### src/rtl/seg14_pkg.sv
// Shared types and constants for the 14-segment scan controller.
// A character entry carries its code, its interpretation mode and the decimal point.
package seg14_pkg;

  typedef struct packed {
    logic [6:0] data;
    logic       ascii;
    logic       dp;
  } char_t;

  localparam logic [6:0] ASCII_SPACE = 7'h20;
  localparam char_t      CHAR_RESET  = '{data: ASCII_SPACE, ascii: 1'b1, dp: 1'b0};

  typedef enum logic [1:0] {
    ST_IDLE  = 2'd0,
    ST_BLANK = 2'd1,
    ST_SHOW  = 2'd2
  } scan_state_t;

  // Counter width that stays legal when a phase lasts a single clock.
  function automatic int cnt_width(input int n);
    return (n > 1) ? $clog2(n) : 1;
  endfunction

endpackage

### src/rtl/hex_ascii_to_14seg.sv
// Character-to-segment converter: hex nibble or a small ASCII set to 14 segments plus DP.
// Bit order: a,b,c,d,e,f,g1,g2,h,i,j,k,l,m in [13:0], decimal point in [14].
module hex_ascii_to_14seg (
  input  logic [6:0]  data,
  input  logic        ascii,
  input  logic        dp_en,
  output logic [14:0] seg
);

  function automatic logic [13:0] hex_glyph(input logic [3:0] v);
    logic [13:0] g;
    case (v)
      4'h0: g = 14'h003F;
      4'h1: g = 14'h0006;
      4'h2: g = 14'h00DB;
      4'h3: g = 14'h008F;
      4'h4: g = 14'h00E6;
      4'h5: g = 14'h00ED;
      4'h6: g = 14'h00FD;
      4'h7: g = 14'h0007;
      4'h8: g = 14'h00FF;
      4'h9: g = 14'h00EF;
      4'hA: g = 14'h00F7;
      4'hB: g = 14'h128F;
      4'hC: g = 14'h0039;
      4'hD: g = 14'h120F;
      4'hE: g = 14'h00F9;
      default: g = 14'h00F1;
    endcase
    return g;
  endfunction

  logic [13:0] glyph;

  always_comb begin
    glyph = 14'h0000;
    if (!ascii) begin
      glyph = hex_glyph(data[3:0]);
    end else if (data inside {[7'h30:7'h39]}) begin
      glyph = hex_glyph(data[3:0]);
    end else if (data inside {[7'h41:7'h46]}) begin
      // 'A'..'F' share the hex glyphs; low nibble 1..6 maps to 10..15.
      glyph = hex_glyph(data[3:0] + 4'd9);
    end else begin
      case (data)
        7'h2D:   glyph = 14'h00C0;
        7'h48:   glyph = 14'h00F6;
        7'h4C:   glyph = 14'h0038;
        7'h50:   glyph = 14'h00F3;
        default: glyph = 14'h0000;
      endcase
    end
  end

  assign seg = {dp_en, glyph};

endmodule

### src/rtl/seg14_scan_ctrl.sv
// Multiplexed 14-segment scan controller with double-buffered character store.
// One shared converter; shadow contents move to the active buffer only at frame boundaries.
module seg14_scan_ctrl
  import seg14_pkg::*;
#(
  parameter int NUM_DIGITS   = 4,
  parameter int DWELL_CYCLES = 2500,
  parameter int BLANK_CYCLES = 50
) (
  input  logic                          i_clk,
  input  logic                          i_reset,
  input  logic                          i_enable,
  input  logic                          i_wr_en,
  input  logic [$clog2(NUM_DIGITS)-1:0] i_wr_addr,
  input  logic [6:0]                    i_wr_data,
  input  logic                          i_wr_ascii,
  input  logic                          i_wr_dp,
  input  logic                          i_commit,
  output logic                          o_commit_pending,
  output logic                          o_frame_pulse,
  output logic [NUM_DIGITS-1:0]         o_digit_en,
  output logic [14:0]                   o_14_seg
);

  localparam int IW = $clog2(NUM_DIGITS);
  localparam int BW = cnt_width(BLANK_CYCLES);
  localparam int DW = cnt_width(DWELL_CYCLES);
  localparam logic [BW-1:0] BLANK_LAST = BW'(BLANK_CYCLES - 1);
  localparam logic [DW-1:0] DWELL_LAST = DW'(DWELL_CYCLES - 1);
  localparam logic [IW-1:0] LAST_DIGIT = IW'(NUM_DIGITS - 1);

  scan_state_t           state_reg, state_next;
  logic [IW-1:0]         index_reg, index_next;
  logic [BW-1:0]         blank_cnt_reg, blank_cnt_next;
  logic [DW-1:0]         dwell_cnt_reg, dwell_cnt_next;
  logic                  pending_reg, pending_next;
  logic                  frame_pulse_reg, frame_pulse_next;
  logic [NUM_DIGITS-1:0] digit_en_reg, digit_en_next;
  logic [14:0]           seg_reg, seg_next;
  logic                  frame_end, commit_apply;

  char_t                 shadow_reg [NUM_DIGITS];
  char_t                 active_reg [NUM_DIGITS];
  char_t                 cur_char;
  logic [14:0]           conv_seg;
  logic [NUM_DIGITS-1:0] digit_onehot;

  for (genvar gi = 0; gi < NUM_DIGITS; gi++) begin : g_onehot
    assign digit_onehot[gi] = (index_reg == IW'(gi));
  end

  assign cur_char = active_reg[index_reg];

  hex_ascii_to_14seg u_conv (
    .data  (cur_char.data),
    .ascii (cur_char.ascii),
    .dp_en (cur_char.dp),
    .seg   (conv_seg)
  );

  always_comb begin
    state_next     = state_reg;
    index_next     = index_reg;
    blank_cnt_next = blank_cnt_reg;
    dwell_cnt_next = dwell_cnt_reg;
    frame_end      = 1'b0;
    if (!i_enable) begin
      state_next     = ST_IDLE;
      index_next     = '0;
      blank_cnt_next = '0;
      dwell_cnt_next = '0;
    end else begin
      case (state_reg)
        ST_IDLE: begin
          state_next     = ST_BLANK;
          index_next     = '0;
          blank_cnt_next = '0;
        end
        ST_BLANK: begin
          if (blank_cnt_reg == BLANK_LAST) begin
            state_next     = ST_SHOW;
            blank_cnt_next = '0;
            dwell_cnt_next = '0;
          end else begin
            blank_cnt_next = blank_cnt_reg + 1'b1;
          end
        end
        ST_SHOW: begin
          if (dwell_cnt_reg == DWELL_LAST) begin
            state_next     = ST_BLANK;
            dwell_cnt_next = '0;
            frame_end      = (index_reg == LAST_DIGIT);
            index_next     = frame_end ? '0 : index_reg + 1'b1;
          end else begin
            dwell_cnt_next = dwell_cnt_reg + 1'b1;
          end
        end
        default: state_next = ST_IDLE;
      endcase
    end

    // A commit arriving on the boundary edge itself is honoured there.
    commit_apply     = (frame_end && (pending_reg || i_commit)) ||
                       (state_reg == ST_IDLE && pending_reg);
    pending_next     = commit_apply ? 1'b0 : (pending_reg | i_commit);
    frame_pulse_next = frame_end;

    digit_en_next = digit_en_reg;
    seg_next      = seg_reg;
    if (state_next == ST_SHOW) begin
      if (state_reg != ST_SHOW) begin
        digit_en_next = digit_onehot;
        seg_next      = conv_seg;
      end
    end else begin
      digit_en_next = '0;
      seg_next      = '0;
    end
  end

  always_ff @(posedge i_clk or posedge i_reset) begin
    if (i_reset) begin
      state_reg       <= ST_IDLE;
      index_reg       <= '0;
      blank_cnt_reg   <= '0;
      dwell_cnt_reg   <= '0;
      pending_reg     <= 1'b0;
      frame_pulse_reg <= 1'b0;
      digit_en_reg    <= '0;
      seg_reg         <= '0;
    end else begin
      state_reg       <= state_next;
      index_reg       <= index_next;
      blank_cnt_reg   <= blank_cnt_next;
      dwell_cnt_reg   <= dwell_cnt_next;
      pending_reg     <= pending_next;
      frame_pulse_reg <= frame_pulse_next;
      digit_en_reg    <= digit_en_next;
      seg_reg         <= seg_next;
    end
  end

  // Copy reads pre-edge shadow, so a write on the copy edge stays in shadow only.
  always_ff @(posedge i_clk or posedge i_reset) begin
    if (i_reset) begin
      for (int i = 0; i < NUM_DIGITS; i++) begin
        shadow_reg[i] <= CHAR_RESET;
        active_reg[i] <= CHAR_RESET;
      end
    end else begin
      for (int i = 0; i < NUM_DIGITS; i++) begin
        if (i_wr_en && i_wr_addr == IW'(i)) begin
          shadow_reg[i] <= '{data: i_wr_data, ascii: i_wr_ascii, dp: i_wr_dp};
        end
        if (commit_apply) begin
          active_reg[i] <= shadow_reg[i];
        end
      end
    end
  end

  assign o_commit_pending = pending_reg;
  assign o_frame_pulse    = frame_pulse_reg;
  assign o_digit_en       = digit_en_reg;
  assign o_14_seg         = seg_reg;

endmodule
### config.mk
export PLATFORM = sky130hd
export DESIGN_NAME = seg14_scan_ctrl
export DESIGN_NICKNAME = d
export VERILOG_FILES = /design/src/rtl/seg14_pkg.sv /design/src/rtl/hex_ascii_to_14seg.sv /design/src/rtl/seg14_scan_ctrl.sv
export SDC_FILE = /design/constraint.sdc
export NUM_CORES = 1
export LEC_CHECK = 0
export BUFFER_PORTS_ARGS = -buffer_cell sky130_fd_sc_hd__buf_2
export CORE_MARGIN = 2
export CORE_UTILIZATION = 50
export DETAILED_ROUTE_END_ITERATION = 16
export GPL_ROUTABILITY_DRIVEN = 0
export GPL_TIMING_DRIVEN = 0
export HOLD_SLACK_MARGIN = 0.03
export PLACE_DENSITY = 0.68
export SETUP_SLACK_MARGIN = 0.2
export SYNTH_ARGS = -nofsm -noshare
export SYNTH_HDL_FRONTEND = slang
export SYNTH_SLANG_ARGS = --single-unit
### constraint.sdc
create_clock -name i_clk -period 5.7 [get_ports i_clk]
set_input_delay 0.57 -clock i_clk [delete_from_list [all_inputs] [get_ports i_clk]]
set_output_delay 0.57 -clock i_clk [all_outputs]
set_load 0.01 [all_outputs]
# [After elaboration in Yosys (flattened, before gate mapping)]
# Memories as Yosys holds them, arrays and structs flattened.
# Index checks and enable logic that the tools add are counted.
[op_classes] n_addsub=4 multipliers=0 n_div=0 order_cmp=5 n_eq_ne=22 n_shift=0 n_mux=30 n_bitwise=2 reduce_logical=15
[ops] cell="two-way mux 14 bit" count=3
[ops] cell="two-way mux 12 bit" count=3
[ops] cell="one-hot mux 8 bit (4 select lines)" count=1
[ops] cell="two-way mux 15 bit" count=2
[ops] cell="one-hot mux 12 bit (2 select lines)" count=1
[ops] cell="== test 7 bit (second input constant)" count=3
[ops] cell="binary-select mux 9 bit (select 2 bit)" count=1
[ops] cell="two-way mux 9 bit" count=2
[ops] cell="adder 12 x 1 -> 12 bit (second input constant)" count=1
[ops] cell="== test 12 bit (second input constant)" count=1
[ops] cell="== test 2 bit (second input constant)" count=6
[ops] cell="two-way mux 2 bit" count=6
[ops] cell="two-way mux 6 bit" count=2
[ops] cell="one-hot mux 6 bit (2 select lines)" count=1
[ops] cell="inequality test 3 x 1 -> 1 bit (second input constant)" count=3
[ops] cell="logical AND 1 bit" count=8
[ops] cell="two-way mux 4 bit" count=2
[ops] cell="== test 7 x 6 -> 1 bit (second input constant)" count=1
[ops] cell="greater-or-equal comparator 7 x 6 -> 1 bit (second input constant)" count=1
[ops] cell="greater-or-equal comparator 7 bit (second input constant)" count=1
[ops] cell="<= comparator 7 x 6 -> 1 bit (second input constant)" count=1
[ops] cell="<= comparator 7 bit (second input constant)" count=1
[ops] cell="adder 6 x 1 -> 6 bit (second input constant)" count=1
[ops] cell="== test 2 x 1 -> 1 bit (second input constant)" count=3
[ops] cell="other kinds (15)" count=23
[totals] regBits=115 latch_bits=0 mem_bits_rw=0 romBits=480 input_bits=16 out_inout_bits=21 elab_cells=113 n_memories=3
[mem_list] memory="(name not given)" words=16 width=10 read_ports=1 rd_ports_with_merged_regs=0 wr=0 line="hex_ascii_to_14seg.sv:12" rtl="case (v)"
[mem_list] memory="(name not given)" words=16 width=10 read_ports=1 rd_ports_with_merged_regs=0 wr=0 line="hex_ascii_to_14seg.sv:12"
[mem_list] memory="(name not given)" words=16 width=10 read_ports=1 rd_ports_with_merged_regs=0 wr=0 line="hex_ascii_to_14seg.sv:12"

# [Logic depth before layout (Yosys ltp)]
[logic_depth] word_depth=11 ltp_mapped=13 mapped_depth_nobuf=9

# [By module]
# A second synthesis with hierarchy kept.
[unflattened] cells_unflattened=487 hier_area_um2=5970.7
[by_module_without_submodules] module="seg14_scan_ctrl" instances=1 cells_each=369 area_per_inst_um2=5168.7 seq_area_each_um2=2897.8
[by_module_without_submodules] module="hex_ascii_to_14seg" instances=1 cells_each=118 area_per_inst_um2=802.0 seq_area_each_um2=0.0

# [Worst setup path after synthesis]
# Ideal clock, no wire load.
[synth_path] path_kind="reg2reg" start="register index_reg[0]" end="register seg_reg[0], in the netlist o_14_seg[0]" setup_time_ns=0.121 t_arrival_ns=2.662 required_ns=5.579 path_slack_ns=2.917 path_stages_with_launch=13 path_buffers=4 synth_period_minus_slack_ns=2.783 cell_sequence="dfrtp_1 > buf_6 > buf_12 > mux4_2 > buf_6 > inv_1 > ha_1 > buf_2 > inv_1 > o21a_1 > o211a_4 > o32a_1 > a22o_1"
[synth_between] elab_chain_cells=11 elab_cells_between_ends=24 cone_classes="add/sub: 1; order compare: 4; eq/ne: 4; mux: 9; bitwise: 1; reduce/logical: 2; memory: 3"
[synth_rtl] item="start: declaration" line="seg14_scan_ctrl.sv:33" rtl="logic [IW-1:0] index_reg, index_next;"
[synth_rtl] item="start signal: assignment" line="seg14_scan_ctrl.sv:133" rtl="index_reg <= index_next;"
[synth_rtl] item="NOT 2 -> 3 bit (implied by the code) (*)" line="seg14_scan_ctrl.sv:52" rtl="assign cur_char = active_reg[index_reg];"
[synth_rtl] item="binary-select mux 9 bit (select 2 bit) (*)" line="seg14_scan_ctrl.sv:52"
[synth_rtl] item="two-way mux 9 bit (implied by the code) (*) (2 in a row)" line="seg14_scan_ctrl.sv:52"
[synth_rtl] item="adder 4 bit (tied with other cells)" line="hex_ascii_to_14seg.sv:43" rtl="glyph = hex_glyph(data[3:0] + 4'd9);"
[synth_rtl] item="memory (16 x 10 bit) (tied with other cells)"
[synth_rtl] item="two-way mux 14 bit" line="hex_ascii_to_14seg.sv:41" rtl="end else if (data inside {[7'h41:7'h46]}) begin"
[synth_rtl] item="two-way mux 14 bit" line="hex_ascii_to_14seg.sv:39" rtl="end else if (data inside {[7'h30:7'h39]}) begin"
[synth_rtl] item="two-way mux 14 bit (*)" line="hex_ascii_to_14seg.sv:37" rtl="if (!ascii) begin"
[synth_rtl] item="two-way mux 15 bit (*)" line="seg14_scan_ctrl.sv:111" rtl="if (state_reg != ST_SHOW) begin"
[synth_rtl] item="two-way mux 15 bit (*)" line="seg14_scan_ctrl.sv:110" rtl="if (state_next == ST_SHOW) begin"
[synth_rtl] item="end signal: assignment" line="seg14_scan_ctrl.sv:139" rtl="seg_reg <= seg_next;"
[synth_rtl] item="end: declaration" line="seg14_scan_ctrl.sv:39" rtl="logic [14:0] seg_reg, seg_next;"
# Mark *: on every way between the ends. The rest lies on a longest branch, timed or not. The select of a mux whose other input is x is not followed.
# A chain may end at the register's enable or synchronous reset.

# [Worst setup path in the final report]
[layout_path] start="register index_reg[0]" end="register seg_reg[6], in the netlist o_14_seg[6]"
# The elaborated chain is that of the path after synthesis.

==> metrics.txt <==
PostCTS Resize Cnt 0; first-pass GRT wire length 18700 um; Critical Path AT 3.52 ns; Synth Area in Simple Gates 11.1%; CP endpoint kind register; Clock Tree Buf Depth 2; XOR/XNOR Fraction of Synth Area 0.785%; WL met3 425 um; CTS Root Cell clkbuf_8; dpl cells 641; CTS Buf Count 9; die height 110 um; largest net degree at the start of global routing 61; largest family of logic cells by synthesized area multiplexers; status completed; Via Count 3828; Req. time, crit path 6.01 ns; Starting DRT DRC Count 207; Mapped Area 5580 um2; worst-path maximum fanout 13; postcts setup bufs 0; RSZ-0062 raised after global routing false; Die Footprint 12000 um2; fmax 311 MHz; Worst Hold Class in -> async; worst slew pin tran 1.01 ns; Power Dens Cells 351 nW/um2; ys async rst share 100%; crit path cell chain buf_6 > mux4_1 > buf_2 > ha_1 > xnor2_1 > mux2_2 > a221oi_1 > nor2_1 > o21ai_0; commonest cells after routing, fill and taps aside dfrtp_1, mux2_2, buf_2, nand2_1, o21ai_0; Post-Layout Cell Count 657; Clock Skew 0.0192 ns; area growth from synthesis to layout 10.7%; clk sinks 110; DP Wirelength 8060 um; wl on met1 5200 um; Routed Antenna Nets 0; Post-synth EDFFs 0; Seq/Total Area, Yosys 49.7%; worst vdd ir 236 uV; CP Class reg -> reg; post-synth cell types 65; Remaining DRCs 0; Setup violations, final 0; Total Routing Usage GR 20.3%; Setup TNS Final 0 ns; Die Span X 110 um; top sig layer met4; Period minus WS final 3.21 ns; post-synthesis adder-cell area fraction 3.36%; YS warnings 0; max-slew violations 0; # port buffers 32; Leak 0.00267 uW; fin nets 543; Seq cells post-synth 110; initial antenna violation count 0; ANT cells 0; wire length after detailed routing 11300 um; Ports 37; Slew Limit Headroom 32.2%; Maximum Capacitance Violations 0; Synth Area in Compound Gates 11.1%; mean routed wirelength per cell 17.3 um; hold-fix buffer count after cts 0; CTS tree yes; Synth Instances 465; Worst-Skew Late Latency 0.39 ns; crit share post-route 56.3%; CP startpoint kind register; Starting Density 51.5%; Post-Syn Area per Cell 12.0 um2; Final Hold Fails 0; First-pass DRT Iterations 4; number of global-route vias before repair 3781; Crit-path slowest cell mux4_1; total gr overflow 0; area of the core 10800 um2; R2R Setup Slk 2.49 ns; Main synth FF type dfrtp_1; most common cell after layout, fill and taps aside dfrtp_1; register clock-pin slew on the reported worst setup and hold paths 0.11 ns; share of cells above drive strength 1 32.9%; Vias/cell 5.83; routed length on met2 5540 um; htree depth 3; max incr delay on CP 0.58 ns; cell row count 38; mux contribution to synthesized area 20.1%
==> cells in the mapped netlist, drive strengths merged, types with 2 or more instances <==
cell type	instances	share of area [%]
a21oi	12	1.1
buf	18	2.3
clkbuf	10	0.67
o21a	2	0.27
nand4b	2	0.31
or4	2	0.34
mux4	10	4.4
dfrtp	94	42
nor3b	2	0.36
nor2	24	1.6
a32oi	2	0.31
o21ai	33	3.0
mux2	75	15
mux2i	3	0.54
nand2	31	2.1
nor3	7	0.63
xor2	3	0.47
nand3b	3	0.40
a221oi	2	0.31
nand4bb	3	0.61
and2	2	0.22
dfstp	16	7.5
nand4	3	0.61
and3	7	0.79
o221a	2	0.40
nand2b	7	0.79
ha	15	3.4
o31ai	5	0.67
o22ai	2	0.22
o211ai	2	0.27
nor2b	5	0.56
a22oi	5	0.67
nand3	13	1.2
a22o	8	1.3
a31oi	3	0.34
xnor2	2	0.31
inv	11	0.74
a211oi	4	0.63
==> logic make-up after synthesis <==
family	Yosys count
AO/OA/AOI/OAI	91
XOR/XNOR	5
adder cells (fa/ha/maj)	15
buffers and inverters	39
flip-flops	110
multiplexers	88
other	1
AND/OR/NAND/NOR	116
==> stage by stage <==
step                instance area (um2)  hold slack [ns]  setup WS [ns]  util (%)  power [uW]
finish                             6170            0.266           2.49      57.0        2160
detailed placement                 5950            0.474           2.55      54.9        1670
floorplan                          5590            0.442           2.25         -        1510
CTS                                6170            0.279           2.51      57.0        2180
global placement                   5920            0.462           1.09      54.7        1630
global route                       6170            0.301           2.35      57.0        2290
==> layout make-up <==
type                       count  area, um2
clock buffer                   9        124
tap                          140        175
clock inverter                 7       96.3
inverter                      11       43.8
timing repair buffer          33        188
fill                         927       4670
multi-input combinational    319       2610
sequential                   110       2770
buffer                        28        168
==> power by group <==
group | internal (uW) | total, uW | switching, uW
logic | 299 | 638 | 338
clock network | 218 | 509 | 292
registers | 944 | 1020 | 73.8
total | 1460 | 2160 | 704
==> layer usage <==
layer	GRT usage [%]	vias to the layer above
met5	0	-
met4	6.42	0
met3	4.03	13
met2	33.8	96
met1	26.7	1914
li1	-	1805
==> critical path, delay by kind of cell (launching register included) <==
family          cells  cell delay (ns)
mux                 2             0.99
xor+xnor            1             0.56
compound gates      2             0.44
flops               1             0.41
buf+inv             2             0.38
fa+ha+maj           1             0.29
simple gates        1             0.07
==> path summary, 6_finish.rpt <==
check                                              to                      start  cells after the start
max in group asynchronous  active_reg[16]$_DFFE_PP1P_                    i_reset                      3
setup reg to reg              o_14_seg[6]$_DFFE_PP0P_   index_reg[0]$_DFFE_PP0P_                      9
setup / recovery              o_14_seg[6]$_DFFE_PP0P_   index_reg[0]$_DFFE_PP0P_                      9
min in group i_clk          shadow_reg[2]$_DFFE_PP0P_               i_wr_data[0]                      2
hold reg to reg             active_reg[6]$_DFFE_PP0P_  active_reg[6]$_DFFE_PP0P_                      1
hold / removal             shadow_reg[18]$_DFFE_PP0P_                    i_reset                      2
No activity file was read; power rests on OpenSTA's default activity.
